--- config.mk ---
export PLATFORM = sky130hd
export DESIGN_NAME = id_stage
export DESIGN_NICKNAME = d
export VERILOG_FILES = /design/src/rtl/id_stage_pkg.sv /design/src/rtl/id_decoder.sv /design/src/rtl/id_stage.sv
export SDC_FILE = /design/constraint.sdc
export NUM_CORES = 1
export LEC_CHECK = 0
export CORE_MARGIN = 2
export CORE_UTILIZATION = 25
export DETAILED_ROUTE_END_ITERATION = 8
export PLACE_DENSITY = 0.47
export SLEW_MARGIN = 20
export SYNTH_ARGS = -nofsm -noshare
export SYNTH_HDL_FRONTEND = slang
export SYNTH_HIERARCHICAL = 1
export SYNTH_SLANG_ARGS = --single-unit
--- constraint.sdc ---
create_clock -name clk -period 14.4 [get_ports clk]
set_input_delay 4.32 -clock clk [delete_from_list [all_inputs] [get_ports clk]]
set_output_delay 4.32 -clock clk [all_outputs]
set_load 0.005 [all_outputs]
--- src/rtl/id_stage_pkg.sv ---
// Shared CPU definitions: widths, instruction field positions, opcodes,
// ALU/MEM operation codes and the ID pipeline register layout.
// Latency: n/a (declarations only). Backpressure: n/a.
package id_stage_pkg;

  localparam int WORD_ADDR_W = 30;
  localparam int WORD_DATA_W = 32;
  localparam int REG_ADDR_W  = 5;

  // Instruction field positions
  localparam int OPC_W   = 6;
  localparam int OPC_LSB = 26;
  localparam int RA_LSB  = 21;
  localparam int RB_LSB  = 16;
  localparam int RC_LSB  = 11;
  localparam int IMM_W   = 16;

  localparam logic [REG_ADDR_W-1:0] LINK_REG = 5'd31;

  // Opcodes
  localparam logic [OPC_W-1:0] OP_ANDR = 6'h00;
  localparam logic [OPC_W-1:0] OP_ANDI = 6'h01;
  localparam logic [OPC_W-1:0] OP_ORR  = 6'h02;
  localparam logic [OPC_W-1:0] OP_ORI  = 6'h03;
  localparam logic [OPC_W-1:0] OP_ADDR = 6'h06;
  localparam logic [OPC_W-1:0] OP_ADDI = 6'h07;
  localparam logic [OPC_W-1:0] OP_SUBR = 6'h0A;
  localparam logic [OPC_W-1:0] OP_BE   = 6'h10;
  localparam logic [OPC_W-1:0] OP_BNE  = 6'h11;
  localparam logic [OPC_W-1:0] OP_JMP  = 6'h14;
  localparam logic [OPC_W-1:0] OP_CALL = 6'h15;
  localparam logic [OPC_W-1:0] OP_LDW  = 6'h16;
  localparam logic [OPC_W-1:0] OP_STW  = 6'h17;

  typedef enum logic [3:0] {
    ALU_NOP  = 4'd0,
    ALU_AND  = 4'd1,
    ALU_OR   = 4'd2,
    ALU_ADD  = 4'd3,
    ALU_SUB  = 4'd4,
    ALU_PASS = 4'd5
  } alu_op_e;

  typedef enum logic [1:0] {
    MEM_NOP   = 2'd0,
    MEM_READ  = 2'd1,
    MEM_WRITE = 2'd2
  } mem_op_e;

  // ID pipeline register; all-zero is the bubble encoding.
  typedef struct packed {
    logic [WORD_ADDR_W-1:0] pc;
    logic                   en;
    alu_op_e                alu_op;
    logic [WORD_DATA_W-1:0] alu_in0;
    logic [WORD_DATA_W-1:0] alu_in1;
    logic [REG_ADDR_W-1:0]  dst;
    logic                   we;
    mem_op_e                mem_op;
    logic [WORD_DATA_W-1:0] wr_data;
    logic                   illegal;
  } id_reg_t;

  function automatic logic [WORD_DATA_W-1:0] sext_imm(input logic [IMM_W-1:0] imm);
    return {{(WORD_DATA_W-IMM_W){imm[IMM_W-1]}}, imm};
  endfunction

  function automatic logic [WORD_DATA_W-1:0] zext_imm(input logic [IMM_W-1:0] imm);
    return {{(WORD_DATA_W-IMM_W){1'b0}}, imm};
  endfunction

endpackage

--- src/rtl/id_decoder.sv ---
// Combinational decode: fields, operand forwarding, branch resolution, load-use hazard.
// Latency: 0 cycles (pure combinational). Backpressure: Stall/Flush/LoadHazard gate BrTaken.
// Ports: IF insn/PC/valid in; GPR read addr out / data in; EX/MEM forward in;
//        BrTaken/BrAddr/LoadHazard out; dec_o = next ID register contents.
module id_decoder
  import id_stage_pkg::*;
(
  input  logic [WORD_ADDR_W-1:0] IFPC,
  input  logic [WORD_DATA_W-1:0] IFInsn,
  input  logic                   IFEn,
  input  logic                   Stall,
  input  logic                   Flush,
  output logic [REG_ADDR_W-1:0]  GprRdAddr0,
  output logic [REG_ADDR_W-1:0]  GprRdAddr1,
  input  logic [WORD_DATA_W-1:0] GprRdData0,
  input  logic [WORD_DATA_W-1:0] GprRdData1,
  input  logic [REG_ADDR_W-1:0]  ExDstAddr,
  input  logic                   ExGprWe,
  input  logic                   ExIsLoad,
  input  logic [WORD_DATA_W-1:0] ExFwdData,
  input  logic [REG_ADDR_W-1:0]  MemDstAddr,
  input  logic                   MemGprWe,
  input  logic [WORD_DATA_W-1:0] MemFwdData,
  output logic                   BrTaken,
  output logic [WORD_ADDR_W-1:0] BrAddr,
  output logic                   LoadHazard,
  output id_reg_t                dec_o
);

  logic [OPC_W-1:0]       opcode;
  logic [REG_ADDR_W-1:0]  ra, rb, rc;
  logic [IMM_W-1:0]       imm;
  logic [WORD_DATA_W-1:0] ra_val, rb_val;
  logic [WORD_ADDR_W-1:0] pc_plus1;
  logic                   rd_ra, rd_rb, br_cond;
  logic [WORD_ADDR_W-1:0] br_target;

  assign opcode   = IFInsn[OPC_LSB +: OPC_W];
  assign ra       = IFInsn[RA_LSB +: REG_ADDR_W];
  assign rb       = IFInsn[RB_LSB +: REG_ADDR_W];
  assign rc       = IFInsn[RC_LSB +: REG_ADDR_W];
  assign imm      = IFInsn[IMM_W-1:0];
  assign pc_plus1 = IFPC + 30'd1;

  assign GprRdAddr0 = ra;
  assign GprRdAddr1 = rb;

  // A load in EX has no data yet, so it never forwards; the hazard logic stalls instead.
  assign ra_val = (ExGprWe && !ExIsLoad && ExDstAddr == ra) ? ExFwdData  :
                  (MemGprWe && MemDstAddr == ra)           ? MemFwdData : GprRdData0;
  assign rb_val = (ExGprWe && !ExIsLoad && ExDstAddr == rb) ? ExFwdData  :
                  (MemGprWe && MemDstAddr == rb)           ? MemFwdData : GprRdData1;

  always_comb begin
    dec_o     = '0;
    rd_ra     = 1'b0;
    rd_rb     = 1'b0;
    br_cond   = 1'b0;
    br_target = '0;
    if (IFEn) begin
      dec_o.pc = IFPC;
      dec_o.en = 1'b1;
      case (opcode)
        OP_ANDR, OP_ORR, OP_ADDR, OP_SUBR: begin
          rd_ra         = 1'b1;
          rd_rb         = 1'b1;
          dec_o.alu_op  = (opcode == OP_ANDR) ? ALU_AND :
                          (opcode == OP_ORR)  ? ALU_OR  :
                          (opcode == OP_ADDR) ? ALU_ADD : ALU_SUB;
          dec_o.alu_in0 = ra_val;
          dec_o.alu_in1 = rb_val;
          dec_o.dst     = rc;
          dec_o.we      = 1'b1;
        end
        OP_ANDI, OP_ORI, OP_ADDI: begin
          rd_ra         = 1'b1;
          dec_o.alu_op  = (opcode == OP_ANDI) ? ALU_AND :
                          (opcode == OP_ORI)  ? ALU_OR  : ALU_ADD;
          dec_o.alu_in0 = ra_val;
          dec_o.alu_in1 = (opcode == OP_ADDI) ? sext_imm(imm) : zext_imm(imm);
          dec_o.dst     = rb;
          dec_o.we      = 1'b1;
        end
        OP_BE, OP_BNE: begin
          rd_ra     = 1'b1;
          rd_rb     = 1'b1;
          br_cond   = (opcode == OP_BE) ? (ra_val == rb_val) : (ra_val != rb_val);
          // Word-address arithmetic wraps naturally at 30 bits.
          br_target = pc_plus1 + {{(WORD_ADDR_W-IMM_W){imm[IMM_W-1]}}, imm};
        end
        OP_JMP, OP_CALL: begin
          rd_ra     = 1'b1;
          br_cond   = 1'b1;
          br_target = ra_val[WORD_DATA_W-1:2];
          if (opcode == OP_CALL) begin
            // Return byte address rides through the ALU into the link register.
            dec_o.alu_op  = ALU_PASS;
            dec_o.alu_in0 = {pc_plus1, 2'b00};
            dec_o.dst     = LINK_REG;
            dec_o.we      = 1'b1;
          end
        end
        OP_LDW: begin
          rd_ra         = 1'b1;
          dec_o.alu_op  = ALU_ADD;
          dec_o.alu_in0 = ra_val;
          dec_o.alu_in1 = sext_imm(imm);
          dec_o.dst     = rb;
          dec_o.we      = 1'b1;
          dec_o.mem_op  = MEM_READ;
        end
        OP_STW: begin
          rd_ra         = 1'b1;
          rd_rb         = 1'b1;
          dec_o.alu_op  = ALU_ADD;
          dec_o.alu_in0 = ra_val;
          dec_o.alu_in1 = sext_imm(imm);
          dec_o.mem_op  = MEM_WRITE;
          dec_o.wr_data = rb_val;
        end
        default: dec_o.illegal = 1'b1;
      endcase
    end
  end

  // Only sources the opcode actually reads can create a load-use hazard.
  assign LoadHazard = IFEn && ExIsLoad && ExGprWe &&
                      ((rd_ra && ExDstAddr == ra) || (rd_rb && ExDstAddr == rb));

  assign BrTaken = IFEn && !Stall && !Flush && !LoadHazard && br_cond;
  assign BrAddr  = BrTaken ? br_target : '0;

endmodule

--- src/rtl/id_stage.sv ---
// Instruction-decode stage: id_decoder plus the ID pipeline register.
// Latency: 1 cycle IF inputs -> ID outputs. Backpressure: Stall holds, Flush/LoadHazard insert bubble.
// Ports: clk/reset_ (sync, active-low); Stall/Flush; IF*; GPR read port; EX/MEM forward;
//        BrTaken/BrAddr/LoadHazard (combinational); ID* (registered decode results).
module id_stage
  import id_stage_pkg::*;
(
  input  logic                   clk,
  input  logic                   reset_,
  input  logic                   Stall,
  input  logic                   Flush,
  input  logic [WORD_ADDR_W-1:0] IFPC,
  input  logic [WORD_DATA_W-1:0] IFInsn,
  input  logic                   IFEn,
  output logic [REG_ADDR_W-1:0]  GprRdAddr0,
  output logic [REG_ADDR_W-1:0]  GprRdAddr1,
  input  logic [WORD_DATA_W-1:0] GprRdData0,
  input  logic [WORD_DATA_W-1:0] GprRdData1,
  input  logic [REG_ADDR_W-1:0]  ExDstAddr,
  input  logic                   ExGprWe,
  input  logic                   ExIsLoad,
  input  logic [WORD_DATA_W-1:0] ExFwdData,
  input  logic [REG_ADDR_W-1:0]  MemDstAddr,
  input  logic                   MemGprWe,
  input  logic [WORD_DATA_W-1:0] MemFwdData,
  output logic                   BrTaken,
  output logic [WORD_ADDR_W-1:0] BrAddr,
  output logic                   LoadHazard,
  output logic [WORD_ADDR_W-1:0] IDPC,
  output logic                   IDEn,
  output logic [3:0]             IDAluOp,
  output logic [WORD_DATA_W-1:0] IDAluIn0,
  output logic [WORD_DATA_W-1:0] IDAluIn1,
  output logic [REG_ADDR_W-1:0]  IDDstAddr,
  output logic                   IDGprWe,
  output logic [1:0]             IDMemOp,
  output logic [WORD_DATA_W-1:0] IDMemWrData,
  output logic                   IDIllegal
);

  id_reg_t dec, id_d, id_q;

  id_decoder u_dec (
    .IFPC       (IFPC),
    .IFInsn     (IFInsn),
    .IFEn       (IFEn),
    .Stall      (Stall),
    .Flush      (Flush),
    .GprRdAddr0 (GprRdAddr0),
    .GprRdAddr1 (GprRdAddr1),
    .GprRdData0 (GprRdData0),
    .GprRdData1 (GprRdData1),
    .ExDstAddr  (ExDstAddr),
    .ExGprWe    (ExGprWe),
    .ExIsLoad   (ExIsLoad),
    .ExFwdData  (ExFwdData),
    .MemDstAddr (MemDstAddr),
    .MemGprWe   (MemGprWe),
    .MemFwdData (MemFwdData),
    .BrTaken    (BrTaken),
    .BrAddr     (BrAddr),
    .LoadHazard (LoadHazard),
    .dec_o      (dec)
  );

  // Flush beats Stall; Stall beats the hazard bubble. IFEn=0 already decodes to a bubble.
  always_comb begin
    id_d = id_q;
    if (Flush)           id_d = '0;
    else if (Stall)      id_d = id_q;
    else if (LoadHazard) id_d = '0;
    else                 id_d = dec;
  end

  always_ff @(posedge clk) begin
    if (!reset_) id_q <= '0;
    else         id_q <= id_d;
  end

  assign IDPC        = id_q.pc;
  assign IDEn        = id_q.en;
  assign IDAluOp     = id_q.alu_op;
  assign IDAluIn0    = id_q.alu_in0;
  assign IDAluIn1    = id_q.alu_in1;
  assign IDDstAddr   = id_q.dst;
  assign IDGprWe     = id_q.we;
  assign IDMemOp     = id_q.mem_op;
  assign IDMemWrData = id_q.wr_data;
  assign IDIllegal   = id_q.illegal;

endmodule

**Word level (Yosys, flattened, before mapping)**

Index checks and enable logic that the tools add are counted.

- Bits of input ports: 208
- Register bits after elaboration: 140

- Reductions and logical operators: 29
- Add/subtract/negate cells: 2
- Bitwise logic cells: 1
- Multiplexer cells: 30
- Equality and inequality tests: 18

Operators by type and width:

| operator | number |
|---|---|
| two-way mux 140 bit | 2 |
| two-way mux 32 bit | 6 |
| case mux 36 bit (4 select lines) | 1 |
| case mux 32 bit (3 select lines) | 1 |
| two-way mux 30 bit | 2 |
| case mux 30 bit (2 select lines) | 1 |
| equality test 6 x 5 -> 1 bit (second input constant) | 6 |
| two-way mux 35 bit | 1 |
| equality test 32 bit | 1 |
| inequality test 32 bit | 1 |
| adder 30 x 1 -> 30 bit (second input constant) | 1 |
| adder 30 bit | 1 |
| equality test 5 bit | 4 |
| case mux 6 bit (3 select lines) | 1 |
| logical AND 1 bit | 14 |
| OR reduction 13 bit | 1 |
| equality test 6 x 2 -> 1 bit (second input constant) | 2 |
| equality test 6 x 3 -> 1 bit (second input constant) | 2 |
| two-way mux 4 bit | 3 |
| two-way mux 1 bit | 8 |
| OR reduction 2 bit | 4 |
| OR reduction 4 bit | 2 |
| OR reduction 7 bit | 1 |
| equality test 6 x 1 -> 1 bit (second input constant) | 1 |
| 10 further kinds | 13 |

**Logic depth before layout (Yosys ltp)**

Gate-level depths: netlist of the first run.

- Word-level depth: 11
- Mapped depth: 18

**Hierarchy**

Netlist of the first run, hierarchy kept.

Modules (own cells, without submodules):

| module | sequential area each (µm²) | instances | cells an instance | area each (µm²) |
|---|---|---|---|---|
| id_decoder | 0.0 | 1 | 1096 | 7040.5 |
| id_stage | 2802.7 | 1 | 623 | 5567.8 |

**Least setup slack after synthesis of the first run**

OpenSTA, ideal clock, no wires.

- Path kind: input port to output port
- Start: input port IFPC[2]
- End: output port BrAddr[29]
- Slack: 2.376 ns
- Data required time: 10.080 ns
- Stages on the path: 17
- Arrival time: 7.704 ns
- Cell sequence: and3_1 and2_1 clkbuf_1 nand2_1 xnor2_1 ha_1 a21o_1 a21o_1 a21o_1 a211oi_1 o31ai_1 a41oi_1 o2111ai_1 a21oi_1 o21bai_1 or4_1 a311oi_2

- Cells in the longest elaborated chain, start to end: 5

RTL lines:

| what | line | source |
|---|---|---|
| from (decl) | id_stage.sv:12 | `input logic [WORD_ADDR_W-1:0] IFPC,` |
| adder 30 x 1 -> 30 bit | id_decoder.sv:43 | `assign pc_plus1 = IFPC + 30'd1;` |
| adder 30 bit | id_decoder.sv:89 | `br_target = pc_plus1 + {{(WORD_ADDR_W-IMM_W){imm[IMM_W-1]}}, imm};` |
| case mux 30 bit (2 select lines) | id_decoder.sv:63 | `case (opcode)` |
| two-way mux 30 bit | id_decoder.sv:60 | `if (IFEn) begin` |
| two-way mux 30 bit | id_decoder.sv:131 | `assign BrAddr = BrTaken ? br_target : '0;` |
| to (decl) | id_stage.sv:27 | `output logic [WORD_ADDR_W-1:0] BrAddr,` |

No other way between the ends.

**Worst setup path in the final report of the first run**

- Start: input port IFInsn[21]
- End: output port BrAddr[29]

- Cells in the longest elaborated chain, start to end: 10
- Elaborated cells on any way between the ends: 20

RTL lines:

| what | line | source |
|---|---|---|
| from (decl) | id_stage.sv:13 | `input logic [WORD_DATA_W-1:0] IFInsn,` |
| equality test 5 bit | id_decoder.sv:50 | `(MemGprWe && MemDstAddr == ra) ? MemFwdData : GprRdData0;` |
| logical AND 1 bit | id_decoder.sv:50 |  |
| two-way mux 32 bit | id_decoder.sv:50 |  |
| two-way mux 32 bit | id_decoder.sv:49 | `assign ra_val = (ExGprWe && !ExIsLoad && ExDstAddr == ra) ? ExFwdData :` |
| inequality test 32 bit / equality test 32 bit (equally long branches) | id_decoder.sv:87 | `br_cond = (opcode == OP_BE) ? (ra_val == rb_val) : (ra_val != rb_val);` |
| two-way mux 1 bit | id_decoder.sv:87 |  |
| case mux 1 bit (2 select lines) | id_decoder.sv:63 |  |
| two-way mux 1 bit | id_decoder.sv:60 |  |
| logical AND 1 bit | id_decoder.sv:130 | `assign BrTaken = IFEn && !Stall && !Flush && !LoadHazard && br_cond;` |
| two-way mux 30 bit (*) | id_decoder.sv:131 |  |

Mark *: on every way between the ends. The rest lies on a longest branch, timed or not.

==> results_dict.tcl, run 1 <==
set metrics [dict create \
    clk_pin_slew_ns 0.06 \
    ys.flop_type "dfxtp_1" \
    grt_pass1_wl_um 91910 \
    ant_nets 0 \
    grtUsageTotal_pct 23.63 \
    slew_headroom_pct 28.56 \
    syn_inst 1719 \
    cts_root_buf "clkbuf_16" \
    drc 0 \
    die_area_um2 52250 \
    area_growth_pct 39.76 \
    hold_slack_ns 0.4598 \
    syn_nets 1963 \
    port_buffers 389 \
    maxSlewViolCount 0 \
    fillers 5395 \
    drt_iter0_markers 1317 \
    routedWlPerCell_um 23.41 \
    yosys_warnings 6 \
    fmax_mhz 70.25 \
    cts_sinks 140 \
    min_period_ns 14.24 \
    synth.most_common_cell "a21oi_1" \
    first_pass_iters 6 \
    reg2reg_from "IDDstAddr[3]" \
    setup_viol 0 \
    via_per_inst 5.177 \
    ys_ff_latch 140 \
    seq_area_um2 2803 \
    wl_um 63410 \
    worst-path-max-fanout 15 \
    place_worst_setup_slack_ns 0.3074 \
    antenna_found_initial 6 \
    cts_setup_buffers 0 \
    coreArea_um2 49970 \
    reg2reg_slack_ns 13.65 \
    cp-start-kind "primary input" \
    multiInputGateArea_um2 9057 \
    nNetsFinal 2262 \
    worst_slack_ns 0.1649 \
    total_power_mw 1.225 \
    arrival_ns 9.92 \
    place_congestion 0.9072 \
    peakVddDrop_uv 71.88 \
    synth.top_cell.area_share_pct 22.23 \
    final_hold_viol_count 0 \
    fp.dieH_um 228.6 \
    grt_setup_unrepaired "no" \
    required_ns 10.08 \
    insertion_delay_ns 0.46 \
    cp-startpoint "IFInsn[21]" \
    tightestPinTransition_ns 1.072 \
    cp_cell_sequence "clkdlybuf4s50_1 > xnor2_1 > nand4_2 > nor2_4 > buf_12 > mux2i_1 > a221o_1 > a221oi_1 > or4_1 > or3_1 > or4_1 > and3_4 > a311oi_2 > clkdlybuf4s50_1" \
    powerDensity_nw_per_um2 69.52 \
    ys_types 70 \
    cp_slowest_cell "clkdlybuf4s50_1" \
    vias 14020 \
    hp-class "reg -> reg" \
    ctsHtreeMaxLevel 4 \
    crit_family "simple AND/OR/NAND/NOR gates" \
    seq_area_frac_synth_pct 22.23 \
    synth_commonest_cells "a21oi_1, nand2_1, nor2_1" \
    fin_crit_sh_pct 98.85 \
    end_kind "output port" \
    synth_area_um2 12610 \
    final.setup.tns_ns 0 \
    cts_tree "built" \
    rows 82 \
    grt_max_degree 179 \
    drive_above_1_share_pct 5.318 \
    dp_hpwl_um 48860 \
    hold_start "IDAluIn1[4]" \
    cts_made_buffers 17 \
    synth_largest_area_cell "dfxtp_1" \
    max_stage_delay_ns 0.62 \
    hold_buffers 0 \
    finClkSkew_ns 0 \
    cts_resized 0 \
    crit_type "in -> out" \
    cap_viol_max_count 0 \
    post_synth.cell_area_avg_um2 7.335 \
    grt_overflow 0 \
    power_leakage_nw 5.825 \
    synth_edf_count 0 \
    status "finished, final reports clean" \
    cp_num_buf_inv 3 \
    max-clock-path-buffers 2 \
    first_global_vias 13370 \
    synthArstFlopShare_pct 0 \
    io_pins 390 \
    initial_core_util_pct 25.23 \
    die_x_um 228.6 \
    synthTopCellsByArea "dfxtp_1, a21oi_1, or3b_1" \
]
==> worst reg2reg max path: stages, from the launching register on <==
cell and delay, ns:
dfxtp_1 0.41, nand2_1 0.08, a21oi_1 0.18
==> final timing paths <==
path                                      to  depth (start not counted)
worst max-delay path              BrAddr[29]                         14
worst min-delay path             IDAluIn1[4]                          2
worst max register to register  IDDstAddr[3]                          2
worst min register to register   IDAluIn1[4]                          2
==> per-layer routing <==
| metal | up-vias | routed length (um) | track usage (%) |
|---|---|---|---|
| met1 | 6662 | 28970 | 31.71 |
| met4 | 2 | 1427 | 7.006 |
| met5 | - | 13 | 0 |
| li1 | 6823 | - | - |
| met2 | 479 | 29630 | 38.48 |
| met3 | 58 | 3368 | 4.254 |
==> sequential cells by signal, indices dropped and copies added (netlist names) <==
| signal | count |
|---|---|
| IDEn | 1 |
| IDAluIn0 | 32 |
| IDDstAddr | 5 |
| IDMemWrData | 32 |
| IDAluIn1 | 32 |
| IDMemOp | 2 |
| IDAluOp | 4 |
| IDGprWe | 1 |
| IDIllegal | 1 |
| IDPC | 30 |
==> report_power, final <==
part / total (mW) / internal [mW] / switching (mW)
Sequential: 0.391 / 0.390 / 0.00136
Clock: 0.486 / 0.275 / 0.211
Combinational: 0.349 / 0.150 / 0.199
==> logic make-up (layout without fill, tap and decap cells) <==
logic type / after synthesis / count (layout) / synth area share, %
compound gates: 494 / 494 / 24.82
xor+xnor: 103 / 103 / 7.155
fa+ha+maj: 36 / 36 / 3.632
buf+inv: 170 / 482 / 6.371
flops: 140 / 140 / 22.23
mux: 53 / 53 / 4.267
other cells: 1 / 7 / 0.02974
simple gates: 722 / 722 / 31.50
==> cell type report <==
cell class                 instances  share of cell area (%)
inverter                          17                  0.3621
tap                              672                   4.771
clock buffer                      17                   2.414
multi-input combinational       1409                   51.40
clock inverter                    15                   1.058
timing repair buffer             433                   24.01
sequential                       140                   15.90
antenna                            6                 0.08520
==> per-stage QoR <==
step	cells	cell area (um^2)	util, %
floorplan	1719	12610	-
global placement	2671	16990	34.00
detailed placement	2671	16990	34.01
CTS	2703	17600	35.23
global route	2706	17610	35.25
finish	2709	17620	35.27
==> cells in the final DEF (no fill, tap or decap), types with 6 or more instances in the layout <==
master	instances
o221ai_1	23
a21oi_1	263
nand2_1	177
nand2b_1	7
clkbuf_16	17
a31oi_1	13
a221o_1	24
a221oi_1	26
xnor2_1	80
xor2_1	23
clkdlybuf4s50_1	386
dfxtp_1	140
nor3_1	48
o21ai_0	27
inv_1	17
nand3_1	39
and3_1	15
nand4_1	11
or3b_1	136
or4_1	6
a22oi_1	45
a211oi_1	7
and2_1	62
a21boi_0	8
nor2b_1	26
mux2i_1	51
ha_1	35
o21bai_1	7
nor2_1	158
diode_2	6
o31a_1	6
a21o_1	11
buf_4	43
No activity file was read; power rests on OpenSTA's default activity.
==> inputs of run 2 (changes only) <==
--- a/config.mk
+++ b/config.mk
@@ -9,2 +9,3 @@
 export CORE_UTILIZATION = 25
+export CTS_CLUSTER_SIZE = 24
 export DETAILED_ROUTE_END_ITERATION = 8
==> constraint.sdc (replaced) <==
create_clock -name clk -period 17.1 [get_ports clk]
set_input_delay 3.42 -clock clk [delete_from_list [all_inputs] [get_ports clk]]
set_output_delay 3.42 -clock clk [all_outputs]
set_load 0.005 [all_outputs]
==> run 2 against run 1 <==
Clock power is 15% lower; first-iteration DRC count is 8.5% lower; highest routed layer unchanged; via count fell by 0.44%.
==> results_dict.tcl, run 2 (synthesis gave the netlist of run 1 again) <==
set metrics [dict create \
    crit_type "in -> out" \
    place_congestion 0.8744 \
    first_global_vias 13220 \
    slew_headroom_pct 29.64 \
    grt_max_degree 176 \
    grt.busiest_layer "met2" \
    dp_hpwl_um 47880 \
    power_leakage_nw 5.696 \
    area_growth_pct 38.08 \
    use_met2_pct 36.26 \
    worst_r2r_endpoint "IDDstAddr[3]" \
    antenna_found_initial 5 \
    coreArea_um2 49970 \
    layout_commonest_cell "clkdlybuf4s50_1" \
    drt_iter0_markers 1205 \
    initial_core_util_pct 25.23 \
    powerDensity_nw_per_um2 59.16 \
    arrival_ns 9.57 \
    wl_um 62420 \
    required_ns 13.68 \
    die_area_um2 52250 \
    min_period_ns 12.99 \
    fmax_mhz 76.99 \
    fin_crit_sh_pct 75.96 \
    clk_pin_slew_ns 0.06 \
    max-clock-path-buffers 2 \
    ant_nets 0 \
    most-common-layout-cells "clkdlybuf4s50_1, a21oi_1, nand2_1" \
    cts_tree "built" \
    cap_viol_max_count 0 \
    hp-class "reg -> reg" \
    reg2reg_depth 2 \
    port_buffers 389 \
    vias 13960 \
    fp.dieH_um 228.6 \
    reg2reg_from "IDDstAddr[3]" \
    via_per_inst 5.208 \
    worst-path-max-fanout 48 \
    io_pins 390 \
    cts_resized 0 \
    critPathCapture "BrAddr[29]" \
    routedWlPerCell_um 23.28 \
    finClkSkew_ns 0 \
    final.setup.tns_ns 0 \
    cts_root_buf "clkbuf_16" \
    status "finished, final reports clean" \
    cts_setup_buffers 0 \
    grt_overflow 0 \
    setup_viol 0 \
    first_pass_iters 5 \
    grtUsageTotal_pct 23.12 \
    insertion_delay_ns 0.47 \
    drc 0 \
    die_x_um 228.6 \
    cts_made_buffers 17 \
    end_kind "output port" \
    reg2reg_slack_ns 16.35 \
    cp-startpoint "ExGprWe" \
    rows 82 \
    grt_pass1_wl_um 89640 \
    grt_setup_unrepaired "no" \
    grt.met1_usage_pct 30.20 \
    nNetsFinal 2236 \
    utilization_pct 34.84 \
    maxSlewViolCount 0 \
    peakVddDrop_uv 74.50 \
    tightestPinTransition_ns 1.055 \
    final_hold_viol_count 0 \
    cp-start-kind "primary input" \
    drive_above_1_share_pct 3.942 \
    hold_buffers 0 \
    ctsHtreeMaxLevel 4 \
    met3_usage_pct 4.840 \
    cts_sinks 140 \
]
==> run 2: changes by cell type in the layout (fill, tap and decap cells not counted), sizes merged <==
cell	change
diode	-1
clkbuf	+3
inv	-5
bufinv	+1
buf	-26
==> run 2: layout make-up <==
class / instances / area [um^2]
fill: 5306 / 32560
antenna: 5 / 12.51
clock buffer: 20 / 446.7
sequential: 140 / 2803
multi-input combinational: 1409 / 9051
clock inverter: 11 / 168.9
timing repair buffer: 407 / 4023
tap: 672 / 840.8
inverter: 17 / 63.81
==> run 2: per-layer routing <==
layer,vias up,routed length [um]
met5,-,13
met4,2,2539
met3,89,3848
met2,482,28010
met1,6596,28010
li1,6793,-
==> run 2: worst min-delay path by stage <==
stage / slack, ns / start / endpoint / cells after the start
2_1_floorplan: 0.45 / IDPC[26] / IDPC[26] / 2
3_5_place_dp: 0.45 / IDPC[26] / IDPC[26] / 2
4_1_cts: 0.46 / IDPC[26] / IDPC[26] / 2
5_1_grt: 0.47 / IDPC[0] / IDPC[0] / 2
3_3_place_gp: 0.44 / IDPC[26] / IDPC[26] / 2
6_report: 0.46 / IDAluIn1[26] / IDAluIn1[26] / 2
==> run 2: power by group <==
group | total, mW | leakage, nW | internal (mW) | switching [mW]
Combinational | 0.289 | 4.28 | 0.122 | 0.166
Sequential | 0.329 | 1.13 | 0.328 | 0.00113
Clock | 0.412 | 0.288 | 0.246 | 0.166
Total | 1.03 | 5.70 | 0.697 | 0.333
==> run 2: metrics by stage <==
stage	cell area (um^2)	std cells	worst slack [ns]	power (mW)	hold WS, ns
3_5_place_dp	16780	2645	4.171	0.6214	0.4521
6_report	17410	2681	4.111	1.030	0.4592
3_3_place_gp	16780	2645	4.151	0.6216	0.4445
2_1_floorplan	12610	1719	6.876	0.4934	0.4482
4_1_cts	17390	2676	4.136	1.042	0.4599
5_1_grt	17410	2680	3.764	1.072	0.4727
==> run 2: worst max-delay path, stage by stage <==
cell             delay [ns]
clkdlybuf4s50_1        0.50
nor2b_1                0.53
nand3_1                0.38
or2_2                  0.63
buf_4                  0.39
nor2_2                 0.15
buf_4                  0.32
a221oi_1               0.08
or4_1                  0.59
or4_1                  0.59
or4_1                  0.55
and3_4                 0.34
a311oi_2               0.48
clkdlybuf4s50_1        0.60
==> inputs of run 3 (changes only) <==
PLACE_DENSITY = 0.49   (was 0.47)
clock period = 11.5 ns   (was 17.1 ns; I/O delays follow)
==> run 3 against run 2 <==
Clock power rose by 38%; sequential share of layout area barely moved; setup slack got worse by 3.3 ns; non-clock buffer count rose by 1; wire length barely moved; register-to-register slack got worse by 5.6 ns; global-route usage rose by 0.061 points; total power rose by 45%; cell count barely moved; clock-buffer cell count fell by 1; utilization fell by 0.063 points; design area fell by 0.18%; highest routed layer unchanged.
==> results_dict.tcl, run 3 (synthesis gave the netlist of run 1 again) <==
set metrics [dict create \
    grt_overflow 0 \
    finClkSkew_ns 0 \
    routedWlPerCell_um 23.25 \
    die_area_um2 52250 \
    setup_viol 0 \
    peakVddDrop_uv 99.42 \
    status "finished, final reports clean" \
    clk_pin_slew_ns 0.06 \
    cts_tree "built" \
    hold_buffers 0 \
    port_buffers 389 \
    antenna_found_initial 3 \
    crit_type "in -> out" \
    first_pass_iters 5 \
    final_hold_viol_count 0 \
    fmax_mhz 93.93 \
    worst-path-max-fanout 39 \
    nNetsFinal 2237 \
    drive_above_1_share_pct 4.038 \
    via_per_inst 5.240 \
    power_leakage_nw 5.681 \
    wl_um 62370 \
    max-clock-path-buffers 2 \
    ctsHtreeMaxLevel 4 \
    insertion_delay_ns 0.47 \
    cts_root_buf "clkbuf_16" \
    grtUsageTotal_pct 23.18 \
    coreArea_um2 49970 \
    tightestPinTransition_ns 1.060 \
    cts_sinks 140 \
    ant_nets 0 \
    total_power_mw 1.489 \
    place_congestion 0.8978 \
    seq_area_um2 2803 \
    grt_max_degree 101 \
    dp_hpwl_um 48290 \
    io_pins 390 \
    maxSlewViolCount 0 \
    rows 82 \
    min_period_ns 10.65 \
    vias 14050 \
    grt_setup_unrepaired "no" \
    cts_made_buffers 17 \
    initial_core_util_pct 25.23 \
    area_growth_pct 37.83 \
    powerDensity_nw_per_um2 85.68 \
    cts_setup_buffers 0 \
    end_kind "output port" \
    utilization_pct 34.78 \
    fin_crit_sh_pct 92.57 \
    layout_commonest_cell "clkdlybuf4s50_1" \
    arrival_ns 8.35 \
    drt_iter0_markers 1220 \
    slew_headroom_pct 29.28 \
    die_x_um 228.6 \
    most-common-layout-cells "clkdlybuf4s50_1, a21oi_1, nand2_1" \
    fp.dieH_um 228.6 \
    hp-class "reg -> reg" \
    cp-start-kind "primary input" \
    cap_viol_max_count 0 \
    first_global_vias 13310 \
    required_ns 9.20 \
    final.setup.tns_ns 0 \
    fillers 5318 \
    grt_pass1_wl_um 90360 \
    cts_resized 0 \
    drc 0 \
    multiInputGateArea_um2 9057 \
]
-- run 3: cell count changes in the layout (fill, tap and decap cells not counted) --
cell / change
inv_6: +2
diode_2: -1
nor3_2: -1
nor3_4: +1
clkinvlp_4: +1
buf_4: +1
buf_6: +1
bufinv_16: -2
clkinv_4: +1
clkbuf_8: -2
-- run 3: report_power, final --
part | internal (mW) | total [mW] | switching, mW
clock network | 0.319 | 0.567 | 0.248
registers | 0.488 | 0.490 | 0.00173
logic | 0.182 | 0.432 | 0.250
-- run 3: area by class of cell --
| cell class | instances | share of cell area (%) |
|---|---|---|
| Timing Repair Buffer | 408 | 23.18 |
| Antenna cell | 4 | 0.05760 |
| Multi-Input combinational cell | 1409 | 52.12 |
| Sequential cell | 140 | 16.13 |
| Tap cell | 672 | 4.838 |
| Clock buffer | 19 | 2.491 |
| Clock inverter | 13 | 0.8208 |
| Inverter | 17 | 0.3672 |
-- run 3: per-stage QoR --
stage | instances | instance area, um^2 | setup slack (ns) | hold slack [ns]
finish | 2682 | 17380 | 0.8542 | 0.4570
global route | 2680 | 17370 | 0.6709 | 0.4765
CTS | 2678 | 17370 | 0.9153 | 0.4580
detailed placement | 2646 | 16790 | 0.9526 | 0.4507
global placement | 2646 | 16790 | 0.9768 | 0.4417
floorplan | 1719 | 12610 | 3.516 | 0.4482
-- run 3: metal layers --
layer / global-route usage [%] / wire length (um) / up-vias
met2: 37.00 / 28700 / 521
met3: 4.803 / 3994 / 66
met5: 0 / 11 / -
met1: 30.90 / 27940 / 6676
li1: - / - / 6788
met4: 8.027 / 1724 / 2
-- run 3: final timing paths --
check	from	endpoint	slack [ns]	cells after the start
worst max-delay path	ExGprWe	BrAddr[29]	0.85	13
worst max register to register	IDDstAddr[3]	IDDstAddr[3]	10.72	2
worst min register to register	IDPC[26]	IDPC[26]	0.46	2
worst min-delay path	IDPC[26]	IDPC[26]	0.46	2
-- run 3: critical path, stage by stage --
cell,delay [ns]
clkdlybuf4s50_1,0.50
nor2b_1,0.46
nand3_1,0.39
or2_2,0.68
nor2_2,0.50
buf_4,0.33
a221oi_1,0.07
or4_1,0.59
or4_1,0.58
or4_1,0.58
and3_4,0.34
a311oi_2,0.42
clkdlybuf4s50_1,0.58
